==> src/rtl/ensamblador_pkg.sv <==
// rtl/ensamblador_pkg.sv - shared types and elaboration helpers for the byte-to-word assembler
package ensamblador_pkg;

    typedef struct packed {
        logic overrun;
        logic timeout;
    } err_t;

    // Maps the arrival position of a byte to the lane it occupies in the word.
    function automatic int lane_idx(input int cnt, input int num_bytes, input bit msb_first);
        return msb_first ? (num_bytes - 1 - cnt) : cnt;
    endfunction

    function automatic int cuenta_w(input int num_bytes);
        return $clog2(num_bytes + 1);
    endfunction

endpackage

==> src/rtl/ensamblador_palabras_salida_handshake.sv <==
// rtl/ensamblador_palabras_salida_handshake.sv - one-deep output word register with valid/ready and overrun detection
module salida_handshake #(
    parameter int W = 64
) (
    input  logic         clk_i,
    input  logic         rst_n_i,
    input  logic         load_i,
    input  logic [W-1:0] word_i,
    input  logic         listo_i,
    output logic [W-1:0] data_o,
    output logic         valid_o,
    output logic         overrun_o
);

    logic [W-1:0] data_q, data_d;
    logic         valid_q, valid_d;
    logic         overrun_q, overrun_d;

    // A word arriving while the held one is being accepted replaces it with no bubble.
    always_comb begin
        data_d    = data_q;
        valid_d   = valid_q;
        overrun_d = 1'b0;
        if (valid_q && listo_i) begin
            valid_d = 1'b0;
        end
        if (load_i) begin
            if (!valid_q || listo_i) begin
                data_d  = word_i;
                valid_d = 1'b1;
            end else begin
                overrun_d = 1'b1;
            end
        end
    end

    always_ff @(posedge clk_i or negedge rst_n_i) begin
        if (!rst_n_i) begin
            data_q    <= '0;
            valid_q   <= 1'b0;
            overrun_q <= 1'b0;
        end else begin
            data_q    <= data_d;
            valid_q   <= valid_d;
            overrun_q <= overrun_d;
        end
    end

    assign data_o    = data_q;
    assign valid_o   = valid_q;
    assign overrun_o = overrun_q;

endmodule

==> src/rtl/ensamblador_palabras.sv <==
// rtl/ensamblador_palabras.sv - byte-to-word assembler core; optional inter-byte timeout via ENSAMBLADOR_TIMEOUT_EN
module ensamblador_palabras
    import ensamblador_pkg::*;
#(
    parameter int NUM_BYTES   = 8,
    parameter int BYTE_W      = 8,
    parameter int MSB_FIRST   = 0,
    parameter int TIMEOUT_CYC = 1024
) (
    input  logic                             clk,
    input  logic                             rst,
    input  logic [BYTE_W-1:0]                dato,
    input  logic                             rx_flat,
    input  logic                             clr,
    input  logic                             listo,
    output logic [NUM_BYTES*BYTE_W-1:0]      data_comple,
    output logic                             flat_comple,
    output logic [$clog2(NUM_BYTES+1)-1:0]   cuenta,
    output logic                             overrun_err,
    output logic                             timeout_err
);

    localparam int W  = NUM_BYTES * BYTE_W;
    localparam int CW = cuenta_w(NUM_BYTES);

    if (NUM_BYTES < 2 || NUM_BYTES > 16 || TIMEOUT_CYC < 1) begin : g_bad_param
        $error("ensamblador_palabras: illegal parameter combination");
    end

    logic [W-1:0]  buf_q, buf_d, buf_wr;
    logic [CW-1:0] cnt_q, cnt_d;
    logic          complete;
    logic          expire;
    logic          ovr_pulse;
    logic          to_pulse;
    err_t          err;

    // buf_wr already carries the current byte, so the completing word needs no extra cycle.
    always_comb begin
        buf_wr = buf_q;
        for (int l = 0; l < NUM_BYTES; l++) begin
            if (l == lane_idx(int'(cnt_q), NUM_BYTES, MSB_FIRST != 0)) begin
                buf_wr[l*BYTE_W +: BYTE_W] = dato;
            end
        end
        complete = rx_flat && !clr && (int'(cnt_q) == NUM_BYTES - 1);
        buf_d    = buf_q;
        cnt_d    = cnt_q;
        if (clr || complete || expire) begin
            buf_d = '0;
            cnt_d = '0;
        end else if (rx_flat) begin
            buf_d = buf_wr;
            cnt_d = cnt_q + CW'(1);
        end
    end

    always_ff @(posedge clk or negedge rst) begin
        if (!rst) begin
            buf_q <= '0;
            cnt_q <= '0;
        end else begin
            buf_q <= buf_d;
            cnt_q <= cnt_d;
        end
    end

`ifdef ENSAMBLADOR_TIMEOUT_EN
    localparam int TW = $clog2(TIMEOUT_CYC + 1);

    logic [TW-1:0] idle_q, idle_d, idle_inc;
    logic          to_q;

    // A strobe in the expiry cycle keeps the partial word alive.
    always_comb begin
        idle_inc = idle_q + TW'(1);
        expire   = (cnt_q != '0) && !rx_flat && !clr && (idle_inc == TW'(TIMEOUT_CYC));
        idle_d   = (rx_flat || clr || expire || cnt_q == '0) ? '0 : idle_inc;
    end

    always_ff @(posedge clk or negedge rst) begin
        if (!rst) begin
            idle_q <= '0;
            to_q   <= 1'b0;
        end else begin
            idle_q <= idle_d;
            to_q   <= expire;
        end
    end

    assign to_pulse = to_q;
`else
    assign expire   = 1'b0;
    assign to_pulse = 1'b0;
`endif

    salida_handshake #(
        .W(W)
    ) u_salida (
        .clk_i     (clk),
        .rst_n_i   (rst),
        .load_i    (complete),
        .word_i    (buf_wr),
        .listo_i   (listo),
        .data_o    (data_comple),
        .valid_o   (flat_comple),
        .overrun_o (ovr_pulse)
    );

    assign err         = '{overrun: ovr_pulse, timeout: to_pulse};
    assign cuenta      = cnt_q;
    assign overrun_err = err.overrun;
    assign timeout_err = err.timeout;

endmodule

==> config.mk <==
export PLATFORM = sky130hd
export DESIGN_NAME = ensamblador_palabras
export DESIGN_NICKNAME = d
export VERILOG_FILES = /design/src/rtl/ensamblador_pkg.sv /design/src/rtl/ensamblador_palabras_salida_handshake.sv /design/src/rtl/ensamblador_palabras.sv
export SDC_FILE = /design/constraint.sdc
export NUM_CORES = 1
export LEC_CHECK = 0
export BUFFER_PORTS_ARGS = -buffer_cell sky130_fd_sc_hd__buf_2
export CAP_MARGIN = 20
export CORE_ASPECT_RATIO = 1.2
export CORE_MARGIN = 4
export CORE_UTILIZATION = 41
export CTS_BUF_LIST = sky130_fd_sc_hd__clkbuf_8
export DETAILED_ROUTE_END_ITERATION = 8
export MAX_ROUTING_LAYER = met4
export PLACE_DENSITY = 0.67
export SLEW_MARGIN = 20
export SYNTH_ARGS = -nofsm -noshare
export SYNTH_HDL_FRONTEND = slang
export SYNTH_HIERARCHICAL = 1
export SYNTH_SLANG_ARGS = --single-unit
==> constraint.sdc <==
create_clock -name clk -period 3.9 [get_ports clk]
set_input_delay 0.78 -clock clk [delete_from_list [all_inputs] [get_ports clk]]
set_output_delay 0.78 -clock clk [all_outputs]
set_load 0.01 [all_outputs]
==> results.py <==
metrics = {
    "yosys": {
        "synthMuxAreaShare_pct": 27.1,
        "ys_types": 35,
        "synth_cells": 422,
        "synth_simple_gate_area_share_pct": 5.60,
        "synth_compound_area_share_pct": 9.59,
        "synth_top_family_by_area": "multiplexers",
        "yosysTopAreaCellShare_pct": 53.4,
        "synth_edf_count": 0,
        "synth_warnings": 6,
        "synth_area_leaders": "dfrtp_1 53%, mux2_4 14%, mux2_2 13%",
        "synthArstFlopShare_pct": 100,
        "yosysSeqAreaShare_pct": 53.4,
        "synth_fa_ha_area_share_pct": 0.798,
        "avgSynthCellArea_um2": 14.9,
        "yosysTopAreaCell": "dfrtp_1",
        "ys_seq_elements": 134,
        "ys_top_cells_by_count": "134 x dfrtp_1, 71 x mux2_2, 60 x mux2_4",
        "syn-num-nets": 439,
        "synth-xor-area-share_pct": 0.140,
        "synth_ff_type": "dfrtp_1",
        "yosysMostFrequentCell": "dfrtp_1",
        "syn_area_um2": 6270,
    },
    "global_route": {
        "grt_max_degree": 67,
        "gr-usage-met3_pct": 4.17,
        "overflow": 0,
        "met1_usage_pct": 22.1,
        "grt_first_pass_wirelength_um": 22000,
        "grt_use_met2_pct": 25.6,
        "grt_pass1_vias": 3979,
        "grt.total_usage_pct": 16.9,
        "globalRoute.busiestLayer": "met2",
        "antenna_found_initial": 0,
    },
    "placement": {
        "place_ws_ns": 1.01,
        "io_buffers": 82,
        "dp_hpwl_um": 8920,
        "routabilityCongestion": 0.794,
    },
    "route": {
        "via_per_inst": 5.12,
        "drtAntennaViolNets": 0,
        "vias": 3659,
        "drc_errors": 0,
        "drtIter0Drc": 217,
        "first_pass_iters": 4,
        "wirelength_um": 13500,
        "wl_per_cell_um": 18.9,
    },
    "run_status": {
        "status": "complete, no violations",
    },
    "cells_and_area": {
        "fin_nets": 514,
        "drive_above_1_share_pct": 52.4,
        "syn2layout_area_growth_pct": 15.7,
        "diodes": 0,
        "multiInputGateArea_um2": 2720,
        "fill_cells": 1318,
        "register_area_um2": 3350,
    },
    "pwr": {
        "power_switching_uw": 683,
        "ir_worst_vdd_mv": 0.234,
        "p_leak_uw": 0.00389,
        "combPwrFrac_pct": 7.2,
        "cellInternalPower_uw": 2250,
        "power.density_nw_per_um2": 404,
        "power_uw": 2930,
        "p_clk_share_pct": 44.0,
        "p_seq_share_pct": 48.8,
        "switching_share_pct": 23.3,
    },
    "critical_path": {
        "path_cells": "ha_1 -> nand3b_1 -> nor2b_1 -> nand2_4 -> buf_12 -> mux2_4",
        "path_buf_inv": 1,
        "startpoint_type": "register",
        "cp_slowest_cell": "nand3b_1",
        "path_class": "register to register",
        "worst-path-max-fanout": 43,
        "cpLargestDelayFamily": "simple AND/OR/NAND/NOR gates",
        "critPathMaxStageDelay_ns": 0.49,
        "required_ns": 4.22,
        "cp-end-kind": "register",
        "arrival_ns": 3.23,
    },
    "cts": {
        "htreeDepth": 4,
        "cts_sinks": 134,
        "cts_buffers": 17,
        "cts_setup_buffers": 0,
        "worstSkewPairLatency_ns": 0.44,
        "clockBufferDepth": 2,
        "cts_tree": "yes",
        "cts.repair.resized": 0,
        "clockRootBuffer": "clkbuf_8",
        "clk_pin_slew_ns": 0.09,
        "ctsHoldBuffers": 0,
    },
    "die": {
        "die_h_um": 144,
        "ios": 84,
        "rows": 49,
        "die-area_um2": 17400,
        "core_um2": 15000,
        "fp.dieW_um": 121,
        "start_util_pct": 41.8,
    },
    "timing": {
        "drv_slew": 0,
        "tns_ns": 0,
        "fin_crit_sh_pct": 74.6,
        "fmax_mhz": 344,
        "fin_worst_skew_ns": 0.0186,
        "final.setup.worst_slack_ns": 0.990,
        "min_period_ns": 2.91,
        "timing_hold_violations_final": 0,
        "relSlewSlack_pct": 54.4,
        "rsz0062_at_grt": "no",
        "finalSetupViolations": 0,
        "worst_pin_slew_ns": 0.682,
    },
    "min_path": {
        "worstHoldPathType": "input pin to async pin",
    },
    "run": {
        "drv_cap": 0,
    },
}
[stage by stage]
| stage | hold WS (ns) | util [%] | cell area [µm²] | instances |
|---|---|---|---|---|
| after floorplan | 0.447 | - | 6270 | 422 |
| after detailed placement | 0.465 | 45.3 | 6810 | 682 |
| final | 0.308 | 48.3 | 7260 | 714 |
| after CTS | 0.295 | 48.3 | 7260 | 714 |
| after global routing | 0.324 | 48.3 | 7260 | 714 |
| after global placement | 0.463 | 45.3 | 6810 | 682 |
[logic make-up (layout without fill, tap and decap cells)]
family / after synthesis / after routing
flops: 134 / 134
buf+inv: 34 / 122
mux: 131 / 131
compound gates: 67 / 67
simple gates: 50 / 50
xor+xnor: 1 / 1
fa+ha+maj: 4 / 4
other cells: 1 / 1
[sequential cells by signal, indices dropped and copies added (netlist names)]
signal	flops
cuenta	4
u_salida/data_o	64
u_salida/valid_o	1
u_salida/overrun_o	1
buf_q	64
[path summary, 6_finish.rpt]
path                            from                  end  slack, ns  depth (start not counted)
setup reg to reg           cuenta[1]  u_salida/data_o[41]       0.99                          6
hold / removal                   rst            buf_q[38]       0.31                          1
min in group clk           buf_q[62]            buf_q[62]       0.48                          1
hold reg to reg            buf_q[62]            buf_q[62]       0.48                          1
setup / recovery           cuenta[1]  u_salida/data_o[41]       0.99                          6
max in group asynchronous        rst            buf_q[54]       2.79                          2
[worst register-to-register path: stages (launching register included)]
cell      delay [ns]
dfrtp_1         0.44
ha_1            0.47
nand3b_1        0.49
nor2b_1         0.39
nand2_4         0.30
buf_12          0.32
mux2_4          0.39
[cell type report]
cell class,count,area share [%]
Sequential cell,134,46.2
Timing Repair Buffer,86,6.45
Clock buffer,20,3.79
Inverter,4,0.207
Clock inverter,12,2.40
Multi-Input combinational cell,254,37.4
Tap cell,204,3.52
[cell usage in the layout (no fill, tap or decap), types with 3 or more instances in the layout]
cell / n
a21oi_4: 3
a32o_1: 3
buf_4: 3
buf_2: 81
nor2b_1: 6
a21oi_1: 3
mux2_4: 60
mux2_2: 71
ha_1: 4
a22o_1: 53
clkinvlp_4: 4
clkinv_2: 3
or2_2: 3
a21oi_2: 4
nand2_1: 6
clkbuf_8: 20
nor3b_4: 3
and3_1: 5
and2_1: 11
bufinv_16: 4
dfrtp_1: 134
nor2_1: 3
inv_1: 4
[layer usage]
layer  vias up  wire [µm]
met3        24        599
met4         0        286
met2        92       6410
met5         -          0
li1       1688          -
met1      1855       6230
[power groups by stage]
stage	Combinational, µW	Clock (µW)	Sequential [µW]
6_report	211	1290	1430
5_1_grt	231	1380	1430
4_1_cts	215	1330	1430
3_5_place_dp	213	0	1460
3_3_place_gp	207	0	1460
2_1_floorplan	118	0	1460
Power figures use the tool's default switching activity.
